### src/rtl/demux_sched_pkg.sv
// Shared types, sizes and the round-robin search helper for demux_rr_scheduler.
package demux_sched_pkg;

  localparam int unsigned LANES = 4;
  localparam int unsigned SEL_W = 2;
  localparam int unsigned CNT_W = 4;
  localparam int unsigned STAT_W = 8;

  typedef enum logic [1:0] {
    IDLE = 2'd0,
    ARB  = 2'd1,
    XFER = 2'd2
  } sched_state_t;

  typedef struct packed {
    logic             found;
    logic [SEL_W-1:0] lane;
  } rr_grant_t;

  // First ready lane after ptr, wrapping; ptr itself is checked last.
  function automatic rr_grant_t next_rr(input logic [SEL_W-1:0] ptr,
                                        input logic [LANES-1:0] ready);
    rr_grant_t        g;
    logic [SEL_W-1:0] idx;
    g = '0;
    for (int unsigned k = 1; k <= LANES; k++) begin
      idx = ptr + SEL_W'(k);
      if (!g.found && ready[idx]) begin
        g.found = 1'b1;
        g.lane  = idx;
      end
    end
    return g;
  endfunction

endpackage

### src/rtl/demux_1to4_reg.sv
// Registered 1-to-4 demux: steers one data bit to the selected lane with a one-hot strobe.
module demux_1to4_reg
  import demux_sched_pkg::*;
(
  input  logic             clk,
  input  logic             rst_n,
  input  logic             en_i,
  input  logic             i_i,
  input  logic [SEL_W-1:0] s_i,
  output logic [LANES-1:0] y_o,
  output logic [LANES-1:0] y_valid_o
);

  // One-cycle pulse on the selected lane; all lanes quiet otherwise.
  always_ff @(posedge clk) begin
    if (!rst_n) begin
      y_o       <= '0;
      y_valid_o <= '0;
    end else if (en_i) begin
      y_o       <= LANES'(i_i) << s_i;
      y_valid_o <= LANES'(1) << s_i;
    end else begin
      y_o       <= '0;
      y_valid_o <= '0;
    end
  end

endmodule

### src/rtl/demux_rr_scheduler.sv
// Round-robin burst scheduler sharing one serial valid/ready stream among four lanes.
// Optional per-lane saturating beat counters on lane_cnt when DEMUX_SCHED_STATS_EN is defined.
module demux_rr_scheduler
  import demux_sched_pkg::*;
#(
  parameter int unsigned BURST = 4
) (
  input  logic             clk,
  input  logic             rst_n,
  input  logic             en,
  input  logic             in_valid,
  input  logic             in_data,
  output logic             in_ready,
  input  logic [LANES-1:0] lane_ready,
  output logic [SEL_W-1:0] s,
  output logic [LANES-1:0] y,
  output logic [LANES-1:0] y_valid,
  output logic             busy
`ifdef DEMUX_SCHED_STATS_EN
  ,
  output logic [LANES*STAT_W-1:0] lane_cnt
`endif
);

  sched_state_t     state_q, state_d;
  logic [SEL_W-1:0] ptr_q, ptr_d;
  logic [SEL_W-1:0] s_q, s_d;
  logic [CNT_W-1:0] beat_cnt_q, beat_cnt_d;
  logic             busy_q;
  logic             accept;
  rr_grant_t        grant;

  // State and scheduling registers.
  always_ff @(posedge clk) begin
    if (!rst_n) begin
      state_q    <= IDLE;
      ptr_q      <= SEL_W'(LANES - 1);
      s_q        <= '0;
      beat_cnt_q <= '0;
      busy_q     <= 1'b0;
    end else begin
      state_q    <= state_d;
      ptr_q      <= ptr_d;
      s_q        <= s_d;
      beat_cnt_q <= beat_cnt_d;
      busy_q     <= (state_d != IDLE);
    end
  end

  // Next-state: enable gate, round-robin grant, burst counting and truncation.
  always_comb begin
    state_d    = state_q;
    ptr_d      = ptr_q;
    s_d        = s_q;
    beat_cnt_d = beat_cnt_q;
    grant      = next_rr(ptr_q, lane_ready);
    if (!en) begin
      state_d    = IDLE;
      s_d        = '0;
      beat_cnt_d = '0;
    end else begin
      case (state_q)
        IDLE: state_d = ARB;
        ARB: begin
          if (grant.found) begin
            s_d        = grant.lane;
            beat_cnt_d = '0;
            state_d    = XFER;
          end
        end
        XFER: begin
          if (!lane_ready[s_q]) begin
            ptr_d   = s_q;
            state_d = ARB;
          end else if (accept) begin
            if (beat_cnt_q == CNT_W'(BURST - 1)) begin
              ptr_d      = s_q;
              beat_cnt_d = '0;
              state_d    = ARB;
            end else begin
              beat_cnt_d = beat_cnt_q + CNT_W'(1);
            end
          end
        end
        default: state_d = IDLE;
      endcase
    end
  end

  // Outputs: ready follows the granted lane only while transferring and enabled.
  always_comb begin
    in_ready = 1'b0;
    if (en && (state_q == XFER)) begin
      in_ready = lane_ready[s_q];
    end
    accept = in_valid && in_ready;
  end

  assign s    = s_q;
  assign busy = busy_q;

  demux_1to4_reg u_demux (
    .clk       (clk),
    .rst_n     (rst_n),
    .en_i      (accept),
    .i_i       (in_data),
    .s_i       (s_q),
    .y_o       (y),
    .y_valid_o (y_valid)
  );

`ifdef DEMUX_SCHED_STATS_EN
  logic [LANES-1:0][STAT_W-1:0] lane_cnt_q;

  // Per-lane accepted-beat counters that stick at full scale.
  always_ff @(posedge clk) begin
    if (!rst_n) begin
      lane_cnt_q <= '0;
    end else begin
      for (int unsigned k = 0; k < LANES; k++) begin
        if (accept && (s_q == SEL_W'(k)) && (lane_cnt_q[k] != {STAT_W{1'b1}})) begin
          lane_cnt_q[k] <= lane_cnt_q[k] + STAT_W'(1);
        end
      end
    end
  end

  assign lane_cnt = lane_cnt_q;
`endif

endmodule
### config.mk
export PLATFORM = sky130hd
export DESIGN_NAME = demux_rr_scheduler
export DESIGN_NICKNAME = d
export VERILOG_FILES = /design/src/rtl/demux_sched_pkg.sv /design/src/rtl/demux_1to4_reg.sv /design/src/rtl/demux_rr_scheduler.sv
export SDC_FILE = /design/constraint.sdc
export NUM_CORES = 1
export LEC_CHECK = 0
export BUFFER_PORTS_ARGS = -buffer_cell sky130_fd_sc_hd__buf_2
export CAP_MARGIN = 20
export CORE_MARGIN = 8
export CORE_UTILIZATION = 50
export CTS_CLUSTER_DIAMETER = 40
export CTS_CLUSTER_SIZE = 40
export DETAILED_ROUTE_END_ITERATION = 8
export PLACE_DENSITY = 0.76
export SLEW_MARGIN = 20
export SYNTH_ARGS = -nofsm -noshare
export SYNTH_HDL_FRONTEND = slang
export SYNTH_SLANG_ARGS = --single-unit
### constraint.sdc
create_clock -name clk -period 1.7 [get_ports clk]
set_input_delay 0.085 -clock clk [delete_from_list [all_inputs] [get_ports clk]]
set_output_delay 0.085 -clock clk [all_outputs]
set_load 0.01 [all_outputs]
==> out/summary.md <==
The run finished with clean final reports. Summed over all cells, the static leakage comes to 0.4067 nW. Of the available clock period, the critical path in the final layout requires 94.15%.

After the first detailed-routing iteration, the DRC count stood at 24. The number of enable flip-flop cells after synthesis is 0, and the final worst clock skew is 0.005525 ns. For the global placer's final weighted congestion, the log shows 0.7712. For this run, the leading register cell type out of synthesis is dfxtp_1. Buffers placed on the I/O ports in this run total 20. The fraction of synthesized cell area taken by the top area cell type was 45.24%; the number of buffers added by the clock tree synthesis step was 3.

CTS saw 19 sinks. The logic depth of the worst register-to-register path is 5, and the number of antenna violations at the first check in global routing is 0. The first global-routing pass estimated 3.111 mm of wire. Critical setup path kind: flop to flop. Once placement finished, the instance area stood at 960.9 um2. The worst setup path is launched from a flop. The number of levels the H-tree was split into is 1, and the via density per instance is 5.773. Origin of the critical flop-to-flop path: beat_cnt_q[0]. The logs give 1.760 mm for the total routed wirelength and 2 for the buffer levels on the longest clock path. The area growth from synthesis to layout is 19.94%.

STA puts the critical path data arrival time at 1.81 ns. STA classifies the critical path endpoint as a flop. The run gives 840.8 um2 as the post-synthesis cell area. For this configuration, the core starts out at a cell density of 50.91%. For this run, design rule violations remaining after detail routing come to 0. Setup repair after global routing left no endpoint under its margin. The logs give 0 for the remaining antenna violation count after routing and 762 for the via count of the routed design. For this run, asynchronously set or reset flops after synthesis account for 0%. For this run the aggregate overflow at the end of global routing stands at 0.

The number of max-slew violations in the final report is 0, and the clock-pin slew reported for the worst setup and hold paths after clock tree synthesis is 0.12 ns. Die area: 3250 um2. After clock tree synthesis, the repair step resized 0 gates. Setup TNS: 0 ns.

The number of global-route vias before repair was 685; the highest clock rate was 624.8 MHz. The count of TritonRoute iterations in the first routing pass was 4; the total power per unit cell area was 757.5 nW/um2. In this run the most critical hold path is launched from in_data. The site row count was 15. TritonCTS built the clock tree. The worst flop-to-flop path endpoint is ptr_q[0]. During synthesis, Yosys emitted a total of 0 warnings. The post-route minimum period is 1.600 ns, and the count of state elements after synthesis is 19. The HPWL after detailed placement is 1.336 mm. The tools report the headroom to the max-slew limit as 76.46%. The tools report the end point of the most critical hold path as u_demux.y_o[2].

The worst-case IR drop observed on VDD is 0.5119 mV. Across all register-to-register paths, the minimum setup slack is 0.1 ns. Along the worst path, the maximum fanout reaches 4.

The post-synthesis net count was 99; the final hold violation count was 0. The worst hold path was traced through 3 stages. Setup violations remaining at the end of the flow were counted as 0.

The placeable core region was 1652 um2; the share of post-route cells with drive strength above 1 was 26.96%. Across the run, the number of max-cap violations was 0. Entering global routing, the biggest net connects 13 pins.

With fillers left out, the area of the finished cells amounts to 1008 um2. The type of the most critical hold path was primary input to flop. The largest area contributor in the synthesized netlist was dfxtp_1. Measured along the x axis, the die boundary spans 57.01 um.

Yosys attributes the largest share of cell area to dfxtp_1 45%, nand3_1 4.8%, a21oi_1 4.2%, nand2_1 4.0%, mux4_2 2.7%. CTS placed an instance of clkbuf_4 at the clock tree root. Data on the critical path is required at its endpoint by 1.91 ns.

The net count of the finished layout is 126. The run gives 0.30 ns as the clock insertion delay at the later pin of the skew report. The count of inserted antenna diode cells is 0, and the mean cell area of the mapped netlist is 9.447 um2. The number of instances in the synthesized netlist came out at 89.

Average wire per cell in the routed design: 13.33 um. Across every metal layer, demand over resource in global routing totals 11.69%. For the pin with the worst max-slew slack, the measured transition is 0.3523 ns. The share of the Yosys chip area taken by registers is 45.24%.

The number of distinct library cell variants in the gate-level netlist after synthesis was 35. The die outline height is 57.01 um, and the top-level port count is 21.
-- cell families after synthesis --
logic type               share of synthesized area (%)
AO/OA/AOI/OAI                                    15.63
AND/OR/NAND/NOR                                  29.76
multiplexers                                     5.059
flip-flops                                       45.24
adder cells (fa/ha/maj)                          1.488
buffers and inverters                            2.827
-- stage by stage --
step	std cells	total power (W)	utilization [%]	setup slack [ns]	hold WS [ns]
6_report	132	0.0007639	61.06	0.09952	0.03685
2_1_floorplan	89	0.0005049	-	0.08305	0.1469
5_1_grt	132	0.0008016	61.06	0.009477	0.05976
3_5_place_dp	126	0.0005315	58.18	0.1108	0.3238
4_1_cts	131	0.0007672	60.45	0.08931	0.003421
3_3_place_gp	126	0.0005305	58.18	0.1404	0.3122
-- synth_stat cells, drive strengths merged, types with 2 or more instances --
cell type / number
dfxtp: 19
nand2: 10
a21oi: 8
nand3: 8
nor2: 5
nor3: 4
nand2b: 3
a31oi: 2
buf: 2
inv: 2
mux2i: 2
nand3b: 2
nor2b: 2
o22ai: 2
-- registers in the layout (all words and copies together) (netlist names) --
| name | flops |
|---|---|
| busy | 1 |
| s | 2 |
| state_q | 2 |
| ptr_q | 2 |
| beat_cnt_q | 4 |
| u_demux.y_o | 4 |
| u_demux.y_valid_o | 4 |
-- cell usage in the layout, fill, tap and decap left out, drive strengths merged, types with 2 or more instances in the layout --
master   n
buf     23
dfxtp   19
nand2   10
nand3    8
a21oi    8
nor2     5
nor3     4
nand2b   3
clkbuf   3
nor2b    2
nand3b   2
a31oi    2
mux2i    2
inv      2
o22ai    2
-- worst max-delay path: stages (launching register included) --
cell	delay, ns
dfxtp_1	0.39
ha_1	0.21
or4bb_1	0.46
a21oi_4	0.19
mux2i_1	0.20
nand2_1	0.07
-- where the power goes --
| group | internal (W) | switching (W) | leakage, nW | total (W) |
|---|---|---|---|---|
| clock | 0.0000895 | 0.000148 | 0.0139 | 0.000238 |
| sequential | 0.000451 | 0.00000503 | 0.154 | 0.000456 |
| combinational | 0.0000317 | 0.0000388 | 0.239 | 0.0000705 |
-- layout make-up --
class | instances | area, um2
fillers | 147 | 643.1
multi-input cells | 66 | 436.7
flip-flops and latches | 19 | 380.4
repair buffers | 24 | 132.6
clock buffers | 3 | 22.52
well taps | 17 | 21.27
clock inverters | 1 | 7.507
inverters | 2 | 7.507
-- worst max-delay path by stage --
stage / to / slack [ns] / start
2_1_floorplan: ptr_q[0] / 0.08 / s[0]
3_3_place_gp: ptr_q[1] / 0.14 / beat_cnt_q[0]
3_5_place_dp: ptr_q[1] / 0.11 / beat_cnt_q[0]
4_1_cts: ptr_q[0] / 0.09 / beat_cnt_q[0]
5_1_grt: ptr_q[0] / 0.009 / beat_cnt_q[0]
6_report: ptr_q[0] / 0.1 / beat_cnt_q[0]
-- per-layer routing --
layer	routed length (um)	vias to the layer above	global-route usage [%]
li1	-	387	-
met1	797	350	14.79
met2	826	23	16.90
met3	120	2	4.213
met4	15	0	6.040
met5	0	-	0
-- what timing repair did --
action	4_1_cts	5_1_grt
endpoints found under the hold margin	0	1
setup buffers	1	0
endpoints found under the setup margin	1	0
hold buffers	0	1
Note: power is estimated with default switching activity, not from simulation.
